--- src/rtl/add_proto_pkg.sv ---
// Shared codes for the two-phase operand protocol (p / p_seq / res_valid / s).
// Used by the request driver and by every adder FSM on the consumer side.
package add_proto_pkg;

    localparam int ADD_DATA_W = 4;

    localparam logic [1:0] P_SEQ_IDLE = 2'd0;
    localparam logic [1:0] P_SEQ_OP1  = 2'd1;
    localparam logic [1:0] P_SEQ_OP2  = 2'd2;

    typedef enum logic [2:0] {
        DRV_IDLE     = 3'd0,
        DRV_SEND_A   = 3'd1,
        DRV_GAP      = 3'd2,
        DRV_SEND_B   = 3'd3,
        DRV_WAIT_RES = 3'd4,
        DRV_RESP     = 3'd5
    } drv_state_t;

    // Counter width able to hold the larger of the two phase lengths.
    function automatic int cnt_width(input int gap_cyc, input int timeout_cyc);
        int m;
        m = (gap_cyc > timeout_cyc) ? gap_cyc : timeout_cyc;
        return (m < 2) ? 1 : $clog2(m + 1);
    endfunction

endpackage

--- src/rtl/add_drv_cnt.sv ---
// Down-counter shared by the GAP and timeout phases of add_req_driver.
// load has priority over dec; dec stops at zero.
module add_drv_cnt #(
    parameter int W = 4
) (
    input  logic         clk,
    input  logic         rst,
    input  logic         load,
    input  logic [W-1:0] load_val,
    input  logic         dec,
    output logic         zero
);

    logic [W-1:0] count;

    always_ff @(posedge clk) begin
        if (rst) begin
            count <= '0;
        end else if (load) begin
            count <= load_val;
        end else if (dec && (count != '0)) begin
            count <= count - 1'b1;
        end
    end

    assign zero = (count == '0);

endmodule

--- src/rtl/add_req_driver.sv ---
// Initiator for the two-phase operand protocol: request port -> p/p_seq -> s -> response port.
// ADD_DRV_TIMEOUT_EN enables the WAIT_RES timeout (rsp_err=1, rsp_sum=0 on expiry).
//
// state    | meaning
// IDLE     | req_ready=1, waiting for an operand pair
// SEND_A   | one cycle p_seq=1, p=a
// GAP      | GAP_CYC cycles p_seq=0, p held at a
// SEND_B   | one cycle p_seq=2, p=b; same-cycle res_valid is taken
// WAIT_RES | waiting for res_valid (or timeout)
// RESP     | rsp_valid=1 until rsp_ready
module add_req_driver
    import add_proto_pkg::*;
#(
    parameter int DATA_W      = ADD_DATA_W,
    parameter int GAP_CYC     = 0,
    parameter int TIMEOUT_CYC = 15
) (
    input  logic              clk,
    input  logic              rst,
    input  logic              req_valid,
    output logic              req_ready,
    input  logic [DATA_W-1:0] req_a,
    input  logic [DATA_W-1:0] req_b,
    output logic [DATA_W-1:0] p,
    output logic [1:0]        p_seq,
    input  logic              res_valid,
    input  logic [DATA_W-1:0] s,
    output logic              rsp_valid,
    input  logic              rsp_ready,
    output logic [DATA_W-1:0] rsp_sum,
    output logic              rsp_err
);

    localparam int CNT_W = cnt_width(GAP_CYC, TIMEOUT_CYC);
    localparam logic [CNT_W-1:0] GAP_LOAD = (GAP_CYC > 0) ? CNT_W'(GAP_CYC - 1) : '0;

    drv_state_t        state, next_state;
    logic [DATA_W-1:0] op_a, op_b;
    logic [DATA_W-1:0] p_nxt, rsp_sum_nxt;
    logic [1:0]        p_seq_nxt;
    logic              res_take, timed_out;
    logic              cnt_load, cnt_dec, cnt_zero;
    logic [CNT_W-1:0]  cnt_val;

    assign res_take = ((state == DRV_SEND_B) || (state == DRV_WAIT_RES)) && res_valid;

`ifdef ADD_DRV_TIMEOUT_EN
    localparam logic [CNT_W-1:0] TO_LOAD = (TIMEOUT_CYC > 0) ? CNT_W'(TIMEOUT_CYC - 1) : '0;
    assign timed_out = (state == DRV_WAIT_RES) && cnt_zero && !res_valid;
`else
    assign timed_out = 1'b0;
`endif

    always_comb begin
        cnt_load = 1'b0;
        cnt_dec  = 1'b0;
        cnt_val  = GAP_LOAD;
        if (state == DRV_SEND_A) cnt_load = 1'b1;
        if (state == DRV_GAP)    cnt_dec  = 1'b1;
`ifdef ADD_DRV_TIMEOUT_EN
        if (state == DRV_SEND_B) begin
            cnt_load = 1'b1;
            cnt_val  = TO_LOAD;
        end
        if (state == DRV_WAIT_RES) cnt_dec = 1'b1;
`endif
    end

    add_drv_cnt #(.W(CNT_W)) u_cnt (
        .clk      (clk),
        .rst      (rst),
        .load     (cnt_load),
        .load_val (cnt_val),
        .dec      (cnt_dec),
        .zero     (cnt_zero)
    );

    always_ff @(posedge clk) begin
        if (rst) begin
            state     <= DRV_IDLE;
            p         <= '0;
            p_seq     <= P_SEQ_IDLE;
            rsp_valid <= 1'b0;
            rsp_sum   <= '0;
            op_a      <= '0;
            op_b      <= '0;
        end else begin
            state     <= next_state;
            p         <= p_nxt;
            p_seq     <= p_seq_nxt;
            rsp_valid <= (next_state == DRV_RESP);
            rsp_sum   <= rsp_sum_nxt;
            if ((state == DRV_IDLE) && req_valid) begin
                op_a <= req_a;
                op_b <= req_b;
            end
        end
    end

`ifdef ADD_DRV_TIMEOUT_EN
    always_ff @(posedge clk) begin
        if (rst)            rsp_err <= 1'b0;
        else if (res_take)  rsp_err <= 1'b0;
        else if (timed_out) rsp_err <= 1'b1;
    end
`else
    assign rsp_err = 1'b0;
`endif

    always_comb begin
        next_state = state;
        case (state)
            DRV_IDLE:     if (req_valid) next_state = DRV_SEND_A;
            DRV_SEND_A:   next_state = (GAP_CYC > 0) ? DRV_GAP : DRV_SEND_B;
            DRV_GAP:      if (cnt_zero) next_state = DRV_SEND_B;
            DRV_SEND_B:   next_state = res_valid ? DRV_RESP : DRV_WAIT_RES;
            DRV_WAIT_RES: if (res_valid || timed_out) next_state = DRV_RESP;
            DRV_RESP:     if (rsp_ready) next_state = DRV_IDLE;
            default:      next_state = DRV_IDLE;
        endcase
    end

    // Registered outputs are computed from next_state so they align with the state register.
    always_comb begin
        req_ready   = (state == DRV_IDLE);
        p_nxt       = '0;
        p_seq_nxt   = P_SEQ_IDLE;
        rsp_sum_nxt = rsp_sum;
        case (next_state)
            DRV_SEND_A: begin
                p_nxt     = req_a;
                p_seq_nxt = P_SEQ_OP1;
            end
            DRV_GAP:    p_nxt = op_a;
            DRV_SEND_B: begin
                p_nxt     = op_b;
                p_seq_nxt = P_SEQ_OP2;
            end
            default:    p_nxt = '0;
        endcase
        if (res_take)       rsp_sum_nxt = s;
        else if (timed_out) rsp_sum_nxt = '0;
    end

endmodule
--- config.mk ---
export PLATFORM = sky130hd
export DESIGN_NAME = add_req_driver
export DESIGN_NICKNAME = d
export VERILOG_FILES = /design/src/rtl/add_proto_pkg.sv /design/src/rtl/add_drv_cnt.sv /design/src/rtl/add_req_driver.sv
export SDC_FILE = /design/constraint.sdc
export NUM_CORES = 1
export LEC_CHECK = 0
export BUFFER_PORTS_ARGS = -buffer_cell sky130_fd_sc_hd__buf_2
export CORE_ASPECT_RATIO = 0.7
export CORE_MARGIN = 3
export CORE_UTILIZATION = 50
export DETAILED_ROUTE_END_ITERATION = 16
export PLACE_DENSITY = 0.75
export SLEW_MARGIN = 20
export SYNTH_ARGS = -nofsm -noshare
export SYNTH_HDL_FRONTEND = slang
export SYNTH_HIERARCHICAL = 1
export SYNTH_SLANG_ARGS = --single-unit
--- constraint.sdc ---
create_clock -name clk -period 5.8 [get_ports clk]
set_input_delay 1.16 -clock clk [delete_from_list [all_inputs] [get_ports clk]]
set_output_delay 1.16 -clock clk [all_outputs]
set_load 0.01 [all_outputs]
After elaboration in Yosys (flattened, before gate mapping)
Index checks and enable logic that the tools add are counted.

storage, ports and cells
  bits in registers = 26
  output and inout bits = 13
  logic and storage cells = 36
  input bits = 17

operators by class
  add/sub/neg operators = 1
  reduce and logical (&&, ||, !) cells = 8
  mux-type cells = 10
  equality and inequality tests = 9

operator list
  operator                                                             number
  3-bit case mux with 6 select lines                                   1
  3-bit by 2-bit == test with 1-bit output (second input constant)     4
  3-bit two-way mux                                                    4
  4-bit case mux with 3 select lines                                   1
  3-bit == test (second input constant)                                3
  3-bit by 1-bit == test with 1-bit output (second input constant)     2
  4-bit logical NOT                                                    1
  2-bit case mux with 2 select lines                                   1
  4-bit nonzero test                                                   1
  4-bit by 1-bit subtractor with 4-bit output (second input constant)  1
  1-bit logical AND                                                    3
  3-bit logical NOT                                                    1
  1-bit two-way mux                                                    3
  2-bit OR reduction                                                   1
  1-bit logical OR                                                     1

Logic depth before layout (Yosys ltp)
  depth after elaboration = 5
  depth in mapped cells = 8
  gate-level depth less buffers = 8

Modules after synthesis
The synthesis kept the hierarchy.

modules (own cells, without submodules)
  module          seq. area each (sq um)  area an instance (sq um)  times used  cells each
  add_req_driver  440.4                   974.7                     1           108
  add_drv_cnt     80.1                    262.8                     1           29

Worst setup path after synthesis
No wires, ideal clock.

  path kind = in2reg
  from = input port req_valid
  to = register p[0]
  required time = 5,677 ps
  data arrival time = 2,032 ps
  path slack = 3,645 ps
  stages on the path = 4
  buffers on the path = 0
  cell sequence = or2_1 > a211oi_2 > and2_4 > o211ai_2

on the way
  longest elaborated chain between the ends = 4
  elaborated cells on any way between the ends = 6
  those cells by class = eq/ne (3); mux (3)

ends and longest elaborated chain
  element                                                                                                      line                   RTL
  start: declaration                                                                                           add_req_driver.sv:20   input logic req_valid,
  3-bit two-way mux (*)                                                                                        add_req_driver.sv:113  DRV_IDLE: if (req_valid) next_state = DRV_SEND_A;
  3-bit case mux with 6 select lines (*)                                                                       add_req_driver.sv:112  case (state)
  3-bit by 2-bit == test with 1-bit output / 3-bit by 1-bit == test with 1-bit output (equally long branches)  add_req_driver.sv:129  case (next_state)
  4-bit case mux with 3 select lines (*)                                                                       add_req_driver.sv:129
  end signal: assignment                                                                                       add_req_driver.sv:89   p <= p_nxt;
  end: declaration                                                                                             add_req_driver.sv:24   output logic [DATA_W-1:0] p,

Mark *: on every way between the ends. The rest lies on a longest branch, timed or not.
A chain may end at the register's enable or synchronous reset.

Worst setup path in the final report
  from = register state[2]
  to = output port req_ready

on the way
  longest elaborated chain between the ends = 1

ends and longest elaborated chain
  element                   line                   RTL
  start: declaration        add_req_driver.sv:37   drv_state_t state, next_state;
  start signal: assignment  add_req_driver.sv:88   state <= next_state;
  3-bit logical NOT         add_req_driver.sv:125  req_ready = (state == DRV_IDLE);
  end: declaration          add_req_driver.sv:21   output logic req_ready,

Every way passes these cells.

==> key figures <==
Run status
  – Outcome: complete, no violations

Synth
  – Mean post-synth cell area: 9.03 µm²
  – Synth cell types: 39
  – Synth Area in Simple Gates: 29.8%
  – #FFs+latches synth: 26
  – Synth Flop Type: dfxtp_1
  – Synth Instances: 137
  – Mapped Area: 1240 µm²
  – Synth Area in Compound Gates: 16.6%
  – Sequential area share after synthesis: a little over two fifths
  – Largest family of logic cells by synthesized area: simple AND/OR/NAND/NOR gates
  – Post-synth EDFFs: 0
  – FFs w/ async S/R, synth: 0%
  – Synth Area in Adders: under 10%
  – Mux contribution to synthesized area: 4.04%
  – Synthesis warning total: 6
  – Xor/xnor cell area share of the yosys netlist: 0.708%

Detailed routing
  – Initial DRC count: 72
  – DRC Markers: 0
  – Top layer in use: met4
  – Wl on met1: roughly 1.3 mm
  – Detailed Route WL: roughly 2.7 mm
  – Routed vias/inst: 5.32
  – Detailed Routing Iterations Pass 1: 4
  – WL met3: between 150 and 200 µm
  – Metal2 WL: 1.27 mm
  – DRT antenna net count: 0
  – Total vias in the final route: 1054
  – Wire per inst: 13.7 µm

Setup path
  – Type of origin of the critical path: flip-flop
  – Critical path origin: state[2]$_SDFF_PP0_
  – Crit path capture type: output port
  – R2R setup slack: approximately 3500 ps
  – Worst R2R End: u_cnt/count[3]$_SDFFE_PP0P_
  – WS Path Type: reg -> out
  – Worst r2r src: state[1]$_SDFF_PP0_
  – CP max FO: 11
  – Required @ worst endpoint: 4640 ps
  – CP arrival: between 1000 and 1500 ps
  – R2r worst-path depth: 5
  – CP Capture Point: req_ready

Job
  – Max Cap Viol: 0

Cells and area
  – Fillers: 212
  – Fraction of layout cells with a size suffix above 1: ~28%
  – Fin nets: 185
  – Synth-to-layout area growth: 16.1%
  – N_diodes: 0

Pwr
  – Proportion of power drawn by the clock network: between 10% and 20%
  – Switch share: 40.6%
  – Flop pwr share: around 39%
  – Power Internal: 419 µW
  – Leak: 0.000637 µW
  – Combinational share of power: 43.2%
  – VDD IR max: between 0.2 and 0.3 mV
  – Psw: between 200 and 300 µW
  – P per Cell Area: slightly below 500 nW/µm²

Clock tree
  – Hold Buf Count CTS: 0
  – CTS H-tree depth: 1
  – TritonCTS clock tree: built
  – Setup Buffers After CTS: 0
  – Max Root-Sink Buffers: 2
  – Reg clk slew, reported paths: 150 ps
  – Sink Count: 26
  – Post-CTS sizing: 0
  – CTS root buffer: clkbuf_4
  – Skew-Pair Late Insertion Delay: 330 ps
  – Total CTS buffers: 3

Timing
  – Tcrit/Tclk final: 43.0%
  – Headroom to the max-slew limit: about two fifths
  – Max Fclk: approximately 400 MHz
  – # setup viols final: 0
  – Hold Violations, Final: 0
  – Slew at the pin with the worst max-slew slack: 898 ps
  – Slew Viols, Final: 0
  – Fin Setup TNS: 0 ps
  – Worst Skew: between 10 and 15 ps
  – Min Tclk post-route: 2500 ps
  – RSZ-0062 raised after global routing: false
  – PnR worst setup slack: 3300 ps

Global routing
  – Pin count of the biggest net entering global routing: 23
  – Gr usage total: between 10% and 20%
  – Overflow after GRT: 0
  – First-pass GRT wire length: 4.36 mm
  – Initial antenna violation count: 0
  – Vias in the first global route: around 950

Floorplanning
  – Die area: 3120 µm²
  – Core ar.: between 2000 and 2500 µm²
  – Rows: 14
  – Starting Density: 55.2%
  – Ports: 30
  – Die extent in x: 65.5 µm
  – Die Y: 47.6 µm

Place
  – GP Congestion: 0.821
  – I/O Buffers: 28
  – DP Wirelength: 2.01 mm
  – Pre-CTS setup slack: 3410 ps

Hold path
  – Hold Crit Class: reg -> reg
## flip-flops by register name (all words and copies together) (netlist names)
name and cells:
op_a 4, op_b 4, p 4, p_seq 2, rsp_sum 4, rsp_valid 1, state 3, u_cnt/count 4
## metal layers
layer	vias up	global-route usage (%)
met4	0	2.48
li1	526	-
met3	2	4.93
met1	493	24.6
met2	33	32.2
met5	-	0
## worst max-delay path, cell delays in order, from the launching register on
cell and delay [ps]:
dfxtp_1 470, nor3_1 350, buf_2 190
## layout by cell type, fill, tap and decap left out, types with 2 or more instances in the layout
| master | netlist | layout |
|---|---|---|
| o211ai_2 | 4 | 4 |
| nor2_1 | 13 | 13 |
| dfxtp_1 | 26 | 26 |
| conb_1 | 1 | 5 |
| a21oi_1 | 8 | 8 |
| buf_2 | 0 | 28 |
| and2_1 | 2 | 2 |
| a311oi_1 | 2 | 2 |
| clkbuf_4 | 0 | 3 |
| nand3_1 | 3 | 3 |
| nand4_1 | 4 | 4 |
| inv_1 | 5 | 5 |
| mux2i_1 | 5 | 5 |
| nand2_1 | 31 | 31 |
| nor3_1 | 3 | 3 |
## final cells by class
| type | count | area, µm² | share of cell area [%] |
|---|---|---|---|
| repair buffers | 28 | 140 | 9.76 |
| multi-input cells | 103 | 664 | 46.3 |
| clock buffers | 3 | 22.5 | 1.57 |
| flip-flops and latches | 26 | 520 | 36.2 |
| clock inverters | 1 | 30.0 | 2.09 |
| inverters | 5 | 18.8 | 1.31 |
| well taps | 32 | 40.0 | 2.79 |
## metrics by stage
step                util, %  total power (µW)  hold WS, ps  cell area [µm²]  std cells
floorplan                 -               517          437             1250        141
global placement       61.7               565          446             1380        194
detailed placement     61.7               580          453             1380        194
CTS                    64.1               705          472             1440        198
global route           64.1               752          489             1440        198
finish                 64.1               706          473             1440        198
## logic make-up after synthesis
logic type      count (synthesis)
simple gates                   69
compound gates                 22
other cells                     1
mux                             5
fa+ha+maj                       1
flops                          26
buf+inv                        12
xor+xnor                        1
## cells in the mapped netlist (2+ instances only)
| master | n | share of area, % |
|---|---|---|
| nand3_1 | 3 | 1.2 |
| nor2_1 | 13 | 3.9 |
| o211ai_2 | 4 | 4.0 |
| mux2i_1 | 5 | 4.0 |
| nand4_1 | 4 | 2.0 |
| a21oi_1 | 8 | 3.2 |
| dfxtp_1 | 26 | 42 |
| buf_4 | 4 | 2.4 |
| a311oi_1 | 2 | 1.4 |
| nor3_1 | 3 | 1.2 |
| clkbuf_1 | 2 | 0.61 |
| and2_1 | 2 | 1.0 |
| inv_1 | 5 | 1.5 |
| nand2_1 | 31 | 9.4 |
## power by group through the flow
stage                     logic (µW)  clock network [µW]  registers [µW]
after floorplan                  259                   0             258
after global placement           291                   0             275
after detailed placement         301                   0             279
after CTS                        303                 127             275
after global routing             335                 135             283
final                            305                 125             276
## how the worst min path moves through the flow
stage	slack, ps	cells after the start	start	endpoint
final	470	2	op_b[2]$_SDFFE_PP0P_	op_b[2]$_SDFFE_PP0P_
after CTS	470	2	op_b[2]$_SDFFE_PP0P_	op_b[2]$_SDFFE_PP0P_
after global placement	450	2	op_b[1]$_SDFFE_PP0P_	op_b[1]$_SDFFE_PP0P_
after detailed placement	450	2	op_b[2]$_SDFFE_PP0P_	op_b[2]$_SDFFE_PP0P_
after floorplan	440	2	op_b[0]$_SDFFE_PP0P_	op_b[0]$_SDFFE_PP0P_
after global routing	490	2	op_b[0]$_SDFFE_PP0P_	op_b[0]$_SDFFE_PP0P_
Note: power is estimated with default switching activity, not from simulation.
